<file path="src/rtl/soc_event_dispatch.sv">
// Grant-to-event-ID dispatcher: encodes the arbiter's one-hot grant, buffers IDs in a show-ahead FIFO.
// Optional push/stall statistics counters are compiled in with SOC_EVT_DISPATCH_STATS_EN.
module soc_event_dispatch #(
    parameter int  EVNT_NUM   = 256,
    parameter int  FIFO_DEPTH = 8,
    localparam int EVT_ID_W   = $clog2(EVNT_NUM),
    localparam int LVL_W      = $clog2(FIFO_DEPTH) + 1
) (
    input  logic                clk_i,
    input  logic                rst_i,
    input  logic [EVNT_NUM-1:0] grant_i,
    input  logic                any_grant_i,
    output logic                grant_ack_o,
    input  logic                flush_i,
    output logic                evt_valid_o,
    input  logic                evt_ready_i,
    output logic [EVT_ID_W-1:0] evt_data_o,
    output logic [LVL_W-1:0]    fifo_level_o,
    output logic                err_multi_o
`ifdef SOC_EVT_DISPATCH_STATS_EN
    ,
    output logic [31:0]         evt_count_o,
    output logic [15:0]         drop_stall_o
`endif
);

    localparam int AW = $clog2(FIFO_DEPTH);

    logic [EVT_ID_W-1:0] mem [FIFO_DEPTH];
    logic [AW-1:0]       wr_ptr;
    logic [AW-1:0]       rd_ptr;
    logic [LVL_W-1:0]    level;
    logic [EVT_ID_W-1:0] enc_id;
    logic                multi_hot;
    logic                full;
    logic                empty;
    logic                push;
    logic                pop;

    // Descending scan so the lowest set bit wins.
    always_comb begin
        enc_id = '0;
        for (int i = EVNT_NUM - 1; i >= 0; i--) begin
            if (grant_i[i]) enc_id = EVT_ID_W'(i);
        end
    end

    assign multi_hot = |(grant_i & (grant_i - EVNT_NUM'(1)));

    // full comes from the registered level only, keeping evt_ready_i off the ack path.
    assign full         = (level == LVL_W'(FIFO_DEPTH));
    assign empty        = (level == '0);
    assign grant_ack_o  = any_grant_i & ~full & ~flush_i & ~rst_i;
    assign push         = grant_ack_o;
    assign pop          = ~empty & evt_ready_i & ~flush_i;
    assign evt_valid_o  = ~empty;
    assign evt_data_o   = mem[rd_ptr];
    assign fifo_level_o = level;

    always_ff @(posedge clk_i or posedge rst_i) begin
        if (rst_i) begin
            wr_ptr <= '0;
            rd_ptr <= '0;
            level  <= '0;
            for (int i = 0; i < FIFO_DEPTH; i++) mem[i] <= '0;
        end else if (flush_i) begin
            wr_ptr <= '0;
            rd_ptr <= '0;
            level  <= '0;
        end else begin
            if (push) begin
                mem[wr_ptr] <= enc_id;
                wr_ptr      <= wr_ptr + AW'(1);
            end
            if (pop) rd_ptr <= rd_ptr + AW'(1);
            if (push && !pop)      level <= level + LVL_W'(1);
            else if (pop && !push) level <= level - LVL_W'(1);
        end
    end

    always_ff @(posedge clk_i or posedge rst_i) begin
        if (rst_i)          err_multi_o <= 1'b0;
        else if (multi_hot) err_multi_o <= 1'b1;
    end

`ifdef SOC_EVT_DISPATCH_STATS_EN
    logic [31:0] evt_cnt;
    logic [15:0] stall_cnt;

    // Both counters saturate and ignore flush.
    always_ff @(posedge clk_i or posedge rst_i) begin
        if (rst_i) begin
            evt_cnt   <= '0;
            stall_cnt <= '0;
        end else begin
            if (push && evt_cnt != '1)                  evt_cnt   <= evt_cnt + 32'd1;
            if (any_grant_i && full && stall_cnt != '1) stall_cnt <= stall_cnt + 16'd1;
        end
    end

    assign evt_count_o  = evt_cnt;
    assign drop_stall_o = stall_cnt;
`endif

endmodule

</file>
<file path="config.mk">
export PLATFORM = sky130hd
export DESIGN_NAME = soc_event_dispatch
export DESIGN_NICKNAME = d
export VERILOG_FILES = /design/src/rtl/soc_event_dispatch.sv
export SDC_FILE = /design/constraint.sdc
export NUM_CORES = 1
export LEC_CHECK = 0
export ABC_AREA = 1
export ABC_CLOCK_PERIOD_IN_PS = 2450
export BUFFER_PORTS_ARGS = -buffer_cell sky130_fd_sc_hd__clkbuf_2
export CORE_ASPECT_RATIO = 1.75
export CORE_MARGIN = 8
export CORE_UTILIZATION = 52
export DETAILED_ROUTE_END_ITERATION = 10
export PLACE_DENSITY = 0.79
export SYNTH_ARGS = -nofsm -noshare
export SYNTH_HDL_FRONTEND = slang
export SYNTH_SLANG_ARGS = --single-unit
</file>
<file path="constraint.sdc">
create_clock -name clk_i -period 2.45 [get_ports clk_i]
set_input_delay 0.245 -clock clk_i [delete_from_list [all_inputs] [get_ports clk_i]]
set_output_delay 0.245 -clock clk_i [all_outputs]
set_load 0.05 [all_outputs]
</file>
==> results of run 1 <==
-- what timing repair did --
action                                  4_1_cts
setup buffers                                54
pin swaps                                    55
resized for setup                           109
endpoints found under the setup margin       65
-- layer usage --
layer | global-route usage [%] | overflow
met4 | 78.3 | 102
met3 | 62.6 | 6
met5 | 25.2 | 2
met1 | 70.4 | 10
met2 | 94.5 | 195
-- per-stage QoR --
stage	worst slack, ps	std cells	area [sq um]	utilization [%]	hold WS (ps)
2_1_floorplan	-8670	2669	13400	-	422
3_3_place_gp	-9960	4194	22200	88.5	455
3_5_place_dp	-11460	4194	22200	88.5	468
4_1_cts	-11140	4264	23400	93.0	200
-- logic make-up after synthesis --
logic type	count (synthesis)	share of synthesized area, %
simple gates	1375	42.1
xor+xnor	4	0.265
fa+ha+maj	5	0.530
flops	75	14.2
compound gates	415	18.1
buf+inv	795	24.8
==> results_dict.tcl, run 1 <==
set metrics [dict create \
    run_status "did not finish" \
    haltStage "global routing" \
    error "[ERROR GRT-0116] Global routing finished with congestion. Check the congestion regions in the DRC Viewer." \
    synth_area_leaders "nor2_1 20%, inv_1 18%, dfrtp_1 14%" \
    fp.dieH_um 227 \
    synth_cells 2669 \
    clockBufferDepth 2 \
    io_pins 276 \
    synth_warnings 0 \
    synth_common_cells "710 x nor2_1, 643 x inv_1, 455 x nand2_1" \
    synth_edf_count 0 \
    synth_flop_cell "dfrtp_1" \
    clock_sinks 75 \
    start_util_pct 52.5 \
    grt_usage_pct 75.6 \
    syn_area_sq_um 13200 \
    post-synth-top-count-cell "nor2_1" \
    yosysTopAreaCellShare_pct 20.2 \
    yosysSeqAreaShare_pct 14.2 \
    grt_pass1_wl_um 185000 \
    grt_pass1_vias 31300 \
    grt_max_degree 76 \
    ys_seq_elements 75 \
    clk_root_buffer_cell "clkbuf_16" \
    synth_area_per_cell_sq_um 4.95 \
    die_x_um 136 \
    hold_buffers 0 \
    row_count 77 \
    yosys.cell_types.count 47 \
    cts_buffers 9 \
    io_buffer_count 275 \
    synth_top_area_cell "nor2_1" \
    postSynth.asyncResetShare_pct 100 \
    place_hpwl_um 60200 \
    gp_congestion 1.14 \
    htreeDepth 3 \
    overflow 315 \
    synth_nets 2935 \
]
==> run 2: changes to the inputs <==
- ABC_CLOCK_PERIOD_IN_PS: 2450 -> 3200
- CORE_ASPECT_RATIO: 1.75 -> not set
- CORE_UTILIZATION: 52 -> 40
- PLACE_DENSITY: 0.79 -> not set
- PLACE_DENSITY_LB_ADDON: not set -> 0.15
- clock period: 2.45 -> 3.2 ns (I/O delays scaled with it)
==> run 2 against run 1 <==
The flow now finishes, with violations (setup timing). Synthesized area stayed put. Synthesized cell count stayed put.
==> results_dict.tcl, run 2 <==
set metrics [dict create \
    run_status "complete, but fails checks" \
    violations "setup timing" \
    drv_slew 0 \
    yosysTopAreaCellShare_pct 20.2 \
    r2r-start "fifo_level_o[0]" \
    critPathCaptureType "flip-flop" \
    yosysSeqAreaShare_pct 14.2 \
    synth_nets 2935 \
    max_cap_violations 0 \
    first_iter_violations 1067 \
    drtPass1Iterations 5 \
    row_count 66 \
    nets 4111 \
    mostFrequentLayoutCells "901 x buf_4, 682 x nor2_1, 637 x inv_1" \
    die_x_um 198 \
    cts_tree "done" \
    relSlewSlack_pct 37.8 \
    busiest_layer "met2" \
    grt_max_degree 76 \
    finish.utilization_pct 70.1 \
    syn2layout_area_growth_pct 72.7 \
    largest_reg_flops 64 \
    regMostFlops "mem" \
    critical_path_class "primary input to flip-flop" \
    place_hpwl_um 47500 \
    clkSlewWorstSetupHoldPaths_ps 60 \
    grt_pass1_wl_um 90300 \
    grt_pass1_vias 20400 \
    clk_root_buffer_cell "clkbuf_16" \
    tightest_slew_ps 933 \
    grt_usage_pct 27.1 \
    final-setup-viol-count 33 \
    fillers 3100 \
    critPathCapture "mem[32]" \
    postSynth.asyncResetShare_pct 100 \
    cp.arrival_ps 12590 \
    clock_sinks 75 \
    ant_nets 0 \
    timing.rr.end "fifo_level_o[3]" \
    period_needed_ps 12360 \
    cpMostUsedCell "nand2_1" \
    finalHoldViolations 0 \
    period_share_pct 386 \
    wirelength_um 55100 \
    hp-class "primary input to flip-flop" \
    vias 20300 \
    cp_max_fo 8 \
    start_util_pct 40.6 \
    p_leak_nw 12.0 \
    synth_common_cells "710 x nor2_1, 643 x inv_1, 455 x nand2_1" \
    antenna_cells 0 \
    required_ps 3430 \
    synth_cells 2669 \
    critical-path-slowest-cell "clkbuf_8" \
    vdd_ir_drop_max_mv 0.287 \
    cts_buffers 9 \
    synth_flop_cell "dfrtp_1" \
    overflow 0 \
    drc 0 \
    whs_ps 273 \
    fin_tns_setup_ps -126810 \
    r2r_cells 11 \
    synth_area_per_cell_sq_um 4.95 \
    hp-start "evt_ready_i" \
    crit_start "grant_i[253]" \
    io_buffer_count 275 \
    synth_warnings 0 \
    grt_setup_unrepaired "yes" \
    r2r_slack_ps 790 \
    wl_per_cell_um 12.8 \
    core_sq_um 32500 \
    grtUsageMet1_pct 32.7 \
    synth_area_leaders "nor2_1 20%, inv_1 18%, dfrtp_1 14%" \
    use_met3_pct 2.46 \
    clk_latency_ps 350 \
    clock_skew_ps 7.51 \
    htreeDepth 3 \
    ys_seq_elements 75 \
    timing.final.ws_setup_ps -9160 \
    synth_top_area_cell "nor2_1" \
    syn_area_sq_um 13200 \
    gp_congestion 0.988 \
    fmaxAchievable_ghz 0.0809 \
    synth_edf_count 0 \
    use_met2_pct 49.4 \
    slowest_delay_ps 120 \
    clockBufferDepth 2 \
    powerDensity_nw_per_um2 210 \
    via_per_inst 4.72 \
    final_common_cell "buf_4" \
    hold_buffers 0 \
    fp.dieH_um 198 \
    drive_gt1_share_pct 37.6 \
    post-synth-top-count-cell "nor2_1" \
    grt_antenna_before_repair 1 \
    io_pins 276 \
    start_kind "primary input" \
    yosys.cell_types.count 47 \
    dieArea_sq_um 39100 \
]
-- run 2: cell counts after synthesis --
No cell type changed its count.
-- run 2: worst max-delay path: cells and delay by family --
family / cells / cell delay (ps)
AND/OR/NAND/NOR: 255 / 12020
buffers and inverters: 2 / 180
-- run 2: layout make-up --
class	count	area, sq um	share of cell area [%]
tap	442	553	2.42
multi-input combinational	1799	8630	37.8
timing repair buffer	1182	8240	36.1
clock inverter	5	77.6	0.340
inverter	778	3190	14.0
sequential	75	1880	8.23
clock buffer	11	233	1.02
-- run 2: timing repair --
action / 4_1_cts / 5_1_grt
endpoints found under the setup margin: 33 / 41
endpoints found under the hold margin: 0 / 0
pin swaps: 35 / 48
resized for setup: 69 / 55
setup buffers: 8 / 7
-- run 2: how the worst min path moves through the flow --
stage,end,slack (ps),cells past startpoint
5_1_grt,rd_ptr[2],300,3
3_5_place_dp,mem[32],450,2
6_report,rd_ptr[2],270,3
4_1_cts,rd_ptr[2],270,3
2_1_floorplan,mem[32],440,2
3_3_place_gp,mem[32],450,2
-- run 2: layer usage --
| metal | wire, um | vias up |
|---|---|---|
| met2 | 26700 | 619 |
| met5 | 11 | - |
| li1 | - | 10500 |
| met3 | 2790 | 125 |
| met1 | 23700 | 9023 |
| met4 | 1880 | 2 |
-- run 2: cells by family after synthesis --
kind of cell	count (synthesis)	synth area share, %
flops	75	14.2
compound gates	415	18.1
buf+inv	795	24.8
fa+ha+maj	5	0.530
xor+xnor	4	0.265
simple gates	1375	42.1
-- run 2: power breakdown --
group | leakage [nW] | switching, W | total, W | internal (W)
clock | 0.150 | 0.000398 | 0.00108 | 0.000680
sequential | 1.00 | 0.0000679 | 0.00111 | 0.00104
combinational | 10.8 | 0.00150 | 0.00261 | 0.00111
total | 12.0 | 0.00196 | 0.00480 | 0.00283
-- run 2: metrics by stage --
step	total power, W	worst slack [ps]	instances	cell area [sq um]
6_report	0.00480	-9160	4292	22800
5_1_grt	0.00509	-11720	4292	22800
4_1_cts	0.00476	-9230	4287	22600
3_5_place_dp	0.00365	-9570	4264	21900
3_3_place_gp	0.00360	-9370	4264	21900
2_1_floorplan	0.00243	-8000	2669	13400
No activity file was read; power rests on OpenSTA's default activity.
